## config.mk

```make
export PLATFORM = sky130hd
export DESIGN_NAME = axi4_lite_reg_slice
export DESIGN_NICKNAME = d
export VERILOG_FILES = /design/src/rtl/axi4_lite_pkg.sv /design/src/rtl/axi4_lite_skid_buffer.sv /design/src/rtl/axi4_lite_reg_slice.sv
export SDC_FILE = /design/constraint.sdc
export NUM_CORES = 1
export LEC_CHECK = 0
export BUFFER_PORTS_ARGS = -buffer_cell sky130_fd_sc_hd__buf_2
export CAP_MARGIN = 20
export CELL_PAD_IN_SITES_DETAIL_PLACEMENT = 1
export CELL_PAD_IN_SITES_GLOBAL_PLACEMENT = 1
export CORE_MARGIN = 2
export CORE_UTILIZATION = 32
export DETAILED_ROUTE_END_ITERATION = 16
export PLACE_DENSITY = 0.64
export SKIP_LAST_GASP = 1
export SLEW_MARGIN = 15
export SYNTH_ARGS = -nofsm -noshare
export SYNTH_HDL_FRONTEND = slang
export SYNTH_HIERARCHICAL = 1
export SYNTH_SLANG_ARGS = --single-unit
```

## constraint.sdc

```tcl
create_clock -name clk -period 1.7 [get_ports clk]
set_input_delay 0.255 -clock clk [delete_from_list [all_inputs] [get_ports clk]]
set_output_delay 0.255 -clock clk [all_outputs]
set_load 0.02 [all_outputs]
```

## src/rtl/axi4_lite_pkg.sv

```systemverilog
// Shared AXI4-Lite response codes and protection type.
// Pure declarations; no timing or flow-control behaviour of its own.
package axi4_lite_pkg;

  typedef logic [2:0] axi4_lite_prot_t;

  localparam logic [1:0] RESP_OKAY   = 2'b00;
  localparam logic [1:0] RESP_SLVERR = 2'b10;

endpackage

```

## src/rtl/axi4_lite_skid_buffer.sv

```systemverilog
// Two-entry registered skid buffer: 1-cycle latency, one beat per cycle sustained.
// in_ready is a flop (!skid_full); at most two beats are held while out_ready is low.
module axi4_lite_skid_buffer #(
  parameter int width = 8
) (
  input  logic             clk,
  input  logic             rst_n,
  input  logic [width-1:0] in_data,
  input  logic             in_valid,
  output logic             in_ready,
  output logic [width-1:0] out_data,
  output logic             out_valid,
  input  logic             out_ready
);

  logic [width-1:0] skid_data;
  logic             skid_full;
  logic             skid_full_nxt;
  logic             in_fire;
  logic             main_free;

  assign in_fire   = in_valid & in_ready;
  assign main_free = ~out_valid | out_ready;

  // Skid only fills when the main register is stalled; any drain of main empties it.
  always_comb begin
    skid_full_nxt = skid_full;
    if (main_free) begin
      skid_full_nxt = 1'b0;
    end else if (in_fire) begin
      skid_full_nxt = 1'b1;
    end
  end

  always_ff @(posedge clk or negedge rst_n) begin
    if (!rst_n) begin
      out_data  <= '0;
      out_valid <= 1'b0;
      skid_data <= '0;
      skid_full <= 1'b0;
      in_ready  <= 1'b0;
    end else begin
      skid_full <= skid_full_nxt;
      in_ready  <= ~skid_full_nxt;
      if (main_free) begin
        if (skid_full) begin
          out_data  <= skid_data;
          out_valid <= 1'b1;
        end else begin
          out_valid <= in_fire;
          if (in_fire) begin
            out_data <= in_data;
          end
        end
      end else if (in_fire) begin
        skid_data <= in_data;
      end
    end
  end

endmodule

```

## src/rtl/axi4_lite_reg_slice.sv

```systemverilog
// Full AXI4-Lite register slice: every channel through its own skid buffer, 1-cycle latency.
// Each channel back-pressures independently; readys are flops and drop only when two beats are held.
module axi4_lite_reg_slice
  import axi4_lite_pkg::*;
#(
  parameter int addr_width = 7,
  parameter int data_width = 32
) (
  input  logic                    clk,
  input  logic                    rst_n,

  input  logic [addr_width-1:0]   s_axi_awaddr,
  input  axi4_lite_prot_t         s_axi_awprot,
  input  logic                    s_axi_awvalid,
  output logic                    s_axi_awready,
  input  logic [data_width-1:0]   s_axi_wdata,
  input  logic [data_width/8-1:0] s_axi_wstrb,
  input  logic                    s_axi_wvalid,
  output logic                    s_axi_wready,
  output logic [1:0]              s_axi_bresp,
  output logic                    s_axi_bvalid,
  input  logic                    s_axi_bready,
  input  logic [addr_width-1:0]   s_axi_araddr,
  input  axi4_lite_prot_t         s_axi_arprot,
  input  logic                    s_axi_arvalid,
  output logic                    s_axi_arready,
  output logic [data_width-1:0]   s_axi_rdata,
  output logic [1:0]              s_axi_rresp,
  output logic                    s_axi_rvalid,
  input  logic                    s_axi_rready,

  output logic [addr_width-1:0]   m_axi_awaddr,
  output axi4_lite_prot_t         m_axi_awprot,
  output logic                    m_axi_awvalid,
  input  logic                    m_axi_awready,
  output logic [data_width-1:0]   m_axi_wdata,
  output logic [data_width/8-1:0] m_axi_wstrb,
  output logic                    m_axi_wvalid,
  input  logic                    m_axi_wready,
  input  logic [1:0]              m_axi_bresp,
  input  logic                    m_axi_bvalid,
  output logic                    m_axi_bready,
  output logic [addr_width-1:0]   m_axi_araddr,
  output axi4_lite_prot_t         m_axi_arprot,
  output logic                    m_axi_arvalid,
  input  logic                    m_axi_arready,
  input  logic [data_width-1:0]   m_axi_rdata,
  input  logic [1:0]              m_axi_rresp,
  input  logic                    m_axi_rvalid,
  output logic                    m_axi_rready
);

  localparam int aw_w = addr_width + 3;
  localparam int w_w  = data_width + data_width / 8;
  localparam int b_w  = 2;
  localparam int ar_w = addr_width + 3;
  localparam int r_w  = data_width + 2;

  logic [aw_w-1:0] aw_out;
  logic [w_w-1:0]  w_out;
  logic [b_w-1:0]  b_out;
  logic [ar_w-1:0] ar_out;
  logic [r_w-1:0]  r_out;

  assign {m_axi_awprot, m_axi_awaddr} = aw_out;
  assign {m_axi_wstrb, m_axi_wdata}   = w_out;
  assign s_axi_bresp                  = b_out;
  assign {m_axi_arprot, m_axi_araddr} = ar_out;
  assign {s_axi_rresp, s_axi_rdata}   = r_out;

  axi4_lite_skid_buffer #(.width(aw_w)) u_aw (
    .clk       (clk),
    .rst_n     (rst_n),
    .in_data   ({s_axi_awprot, s_axi_awaddr}),
    .in_valid  (s_axi_awvalid),
    .in_ready  (s_axi_awready),
    .out_data  (aw_out),
    .out_valid (m_axi_awvalid),
    .out_ready (m_axi_awready)
  );

  axi4_lite_skid_buffer #(.width(w_w)) u_w (
    .clk       (clk),
    .rst_n     (rst_n),
    .in_data   ({s_axi_wstrb, s_axi_wdata}),
    .in_valid  (s_axi_wvalid),
    .in_ready  (s_axi_wready),
    .out_data  (w_out),
    .out_valid (m_axi_wvalid),
    .out_ready (m_axi_wready)
  );

  // Response channels flow slave -> master, so the slave side is the buffer input.
  axi4_lite_skid_buffer #(.width(b_w)) u_b (
    .clk       (clk),
    .rst_n     (rst_n),
    .in_data   (m_axi_bresp),
    .in_valid  (m_axi_bvalid),
    .in_ready  (m_axi_bready),
    .out_data  (b_out),
    .out_valid (s_axi_bvalid),
    .out_ready (s_axi_bready)
  );

  axi4_lite_skid_buffer #(.width(ar_w)) u_ar (
    .clk       (clk),
    .rst_n     (rst_n),
    .in_data   ({s_axi_arprot, s_axi_araddr}),
    .in_valid  (s_axi_arvalid),
    .in_ready  (s_axi_arready),
    .out_data  (ar_out),
    .out_valid (m_axi_arvalid),
    .out_ready (m_axi_arready)
  );

  axi4_lite_skid_buffer #(.width(r_w)) u_r (
    .clk       (clk),
    .rst_n     (rst_n),
    .in_data   ({m_axi_rresp, m_axi_rdata}),
    .in_valid  (m_axi_rvalid),
    .in_ready  (m_axi_rready),
    .out_data  (r_out),
    .out_valid (s_axi_rvalid),
    .out_ready (s_axi_rready)
  );

endmodule

```

==> flow_summary_export.csv <==
group,metric,value,unit
cts,cts_tree,"yes",
layout,drive_gt1_share,71.0,%
timing,maxSlewViolCount,0,
min_path,hold_class,"primary input to flop",
global_route,grt_pass1_wl,30800,um
worst_setup_path,r2r-end,"u_r/skid_data[20]$_DFFE_PN0P_",
layout,syn2layout_area_growth,24.3,%
synthesis,syn_nets,641,
worst_setup_path,crit_required,2000,ps
detailed_routing,drtAntennaViolNets,0,
layout,fin_util,40.2,%
layout,finalNetCount,864,
run_status,run_status,"completed",
timing,setup-violations-final,0,
synthesis,synth.top_cell.area_share,55.7,%
detailed_routing,drc,0,
timing,report.final.hold_viol_count,0,
layout,fin_area,0.0111,mm2
detailed_routing,firstDrtPassIters,3,
worst_setup_path,start_kind,"flop",
detailed_routing,via_count,5152,
cts,cts_hold_buf,1,
synthesis,async_flop_share,100,%
detailed_routing,avgViaCountPerCell,4.47,
floorplan,core_area,0.0276,mm2
cts,cts_setup_buffers,0,
synthesis,yosys.area.top_type,"dfrtp_1",
worst_setup_path,worstPathMaxFanout,20,
worst_setup_path,path_class,"flop to flop",
power,ir_drop,0.683,mV
place,place_ws,194,ps
power,swShare,32.1,%
place,gp_congestion,0.678,
synthesis,synth_flop_cell,"dfrtp_1",
timing,fin_ws,195,ps
synthesis,synth_warnings,6,
cts,numCtsBuffers,17,
global_route,antenna_found_initial,1,
worst_setup_path,reg2reg_depth,4,
global_route,grt_pass1_vias,5615,
synthesis,yosysMostFrequentCell,"mux2_2",
synthesis,ys_types,18,
min_path,whs_path_depth,2,
timing,min_period_over_period,88.6,%
detailed_routing,drt-total-wl,19000,um
timing,worstMarginPinSlew,368,ps
synthesis,synth_edf_count,0,
timing,rsz0062_at_grt,"no",
power,p_leak,0.00518,uW
global_route,grt.overflow.total,0,
timing,period_needed,1510,ps
run,max_cap_violations,0,
cts,clk_latency,430,ps
worst_setup_path,worstSetupEndpointType,"flop",
global_route,grt_max_degree,62,
power,clock_power_share,25.8,%
synthesis,netlist_area,0.00894,mm2
power,comb_power_share,30.2,%
synthesis,synth_area_leaders,"dfrtp_1, mux2_2, mux2_4",
cts,path_clk_slew,90,ps
place,dp.final_hpwl,13100,um
global_route,grtUsageTotal,13.5,%
timing,finalSetupTns,0,ps
synthesis,synthTopCellsByCount,"mux2_2, dfrtp_1, mux2_4",
power,p_per_area,1400,mW/mm2
floorplan,die_y,171,um
floorplan,pin_count,206,
worst_setup_path,reg2reg_slack,190,ps
power,switching_power,4990,uW
worst_setup_path,cp.arrival,1810,ps
synthesis,ys_seq_elements,199,
floorplan,core.rowCount,61,
timing,fin_skew,16.9,ps
cts,clockBufferDepth,2,
power,seq_power_share,44.0,%
synthesis,syn_inst,537,
detailed_routing,wl_per_cell,16.5,um
floorplan,die-area,0.0293,mm2
detailed_routing,drt_iter0_markers,165,
floorplan,die_w,171,um
synthesis,syn_area_per_cell,16.7,um2
timing,maxSlewHeadroom,75.4,%
power,p_int,10500,uW
cts,htreeDepth,4,
cts,ctsResizeCount,0,
min_path,min_to,"u_w/skid_data[31]$_DFFE_PN0P_",
timing,holdWs,61.6,ps
cts,cts_root_buffer,"clkbuf_16",
timing,clock.fmax,0.664,GHz
cts,cts.sinks,199,
min_path,worstHoldStart,"s_axi_wdata[31]",
worst_setup_path,timing.rr.start,"u_r/out_valid$_DFFE_PN0P_",
floorplan,start_util,32.4,%
place,io_buffers,205,
place,placed_area,0.0105,mm2
synthesis,yosysSeqAreaShare,55.7,%
[worst max path at each step]
stage | from | to | slack (ps)
global placement | u_w/skid_full$_DFF_PN0_ | u_w/out_data[18]$_DFFE_PN0P_ | 230
global route | u_r/out_valid$_DFFE_PN0P_ | u_r/skid_data[20]$_DFFE_PN0P_ | 120
floorplan | u_w/out_valid$_DFFE_PN0P_ | u_w/skid_data[10]$_DFFE_PN0P_ | 210
CTS | u_r/out_valid$_DFFE_PN0P_ | u_r/skid_data[20]$_DFFE_PN0P_ | 170
detailed placement | u_r/out_valid$_DFFE_PN0P_ | u_r/skid_data[4]$_DFFE_PN0P_ | 190
finish | u_r/out_valid$_DFFE_PN0P_ | u_r/skid_data[20]$_DFFE_PN0P_ | 190
[routing by layer]
| layer | track usage [%] | up-vias | wire length (um) |
|---|---|---|---|
| li1 | - | 2374 | - |
| met1 | 17.4 | 2672 | 8440 |
| met2 | 22.9 | 96 | 9660 |
| met3 | 2.58 | 10 | 694 |
| met4 | 4.46 | 0 | 207 |
| met5 | 0 | - | 0 |
[logic make-up after synthesis]
| kind of cell | after synthesis | share of synthesized area (%) |
|---|---|---|
| compound gates | 5 | 0.657 |
| buf+inv | 27 | 2.77 |
| flops | 199 | 55.7 |
| mux | 276 | 37.6 |
| simple gates | 30 | 3.30 |
[critical path, stage by stage (launching register included)]
cell,delay [ps]
dfrtp_1,360
nor2b_4,260
nand3_4,210
buf_12,240
mux2_4,300
[metrics by stage]
step | power, uW | instances
2_1_floorplan | 10100 | 537
3_3_place_gp | 11600 | 1118
3_5_place_dp | 11700 | 1118
4_1_cts | 15900 | 1151
5_1_grt | 16500 | 1152
6_report | 15500 | 1152
[layout make-up]
type	count	area (um2)
fillers	2929	16500
clock buffers	18	429
clock inverters	14	150
multi-input cells	311	3720
diodes	1	2.50
inverters	5	18.8
flip-flops and latches	199	4980
repair buffers	226	1350
well taps	378	473
[flip-flops by register name, summed over array words and instances, names as in the netlist, 2 cells and up]
name            cells
u_aw/out_data      10
u_aw/skid_data     10
u_ar/skid_data     10
u_w/out_data       36
u_ar/out_data      10
u_w/skid_data      36
u_r/out_data       34
u_r/skid_data      34
u_b/out_data        2
u_b/skid_data       2
[cell usage in the layout (no fill, tap or decap)]
cell type and n:
mux2_2 207, buf_2 204, dfrtp_1 199, mux2_4 68, clkbuf_16 17, buf_12 12, buf_4 8, nand2b_1 7
nor2b_4 5, inv_1 5, nand2_1 5, inv_6 4, inv_8 4, nand3_4 4, clkinv_8 3, a21oi_2 3
or2b_1 3, nor2_4 2, a21oi_4 2, nor2_8 2, diode_2 1, clkbuf_1 1, clkinvlp_4 1, clkinv_4 1
clkinv_2 1, dlygate4sd3_1 1, clkbuf_8 1, nand3_1 1, mux2_1 1, nor2_1 1
[power groups by stage]
stage	logic, uW	clock network [uW]	registers [uW]
floorplan	2340	0	7740
global placement	4690	0	6890
detailed placement	4780	0	6910
CTS	4780	4230	6850
global route	5040	4390	7030
finish	4690	4010	6840
Note: power is estimated with default switching activity, not from simulation.
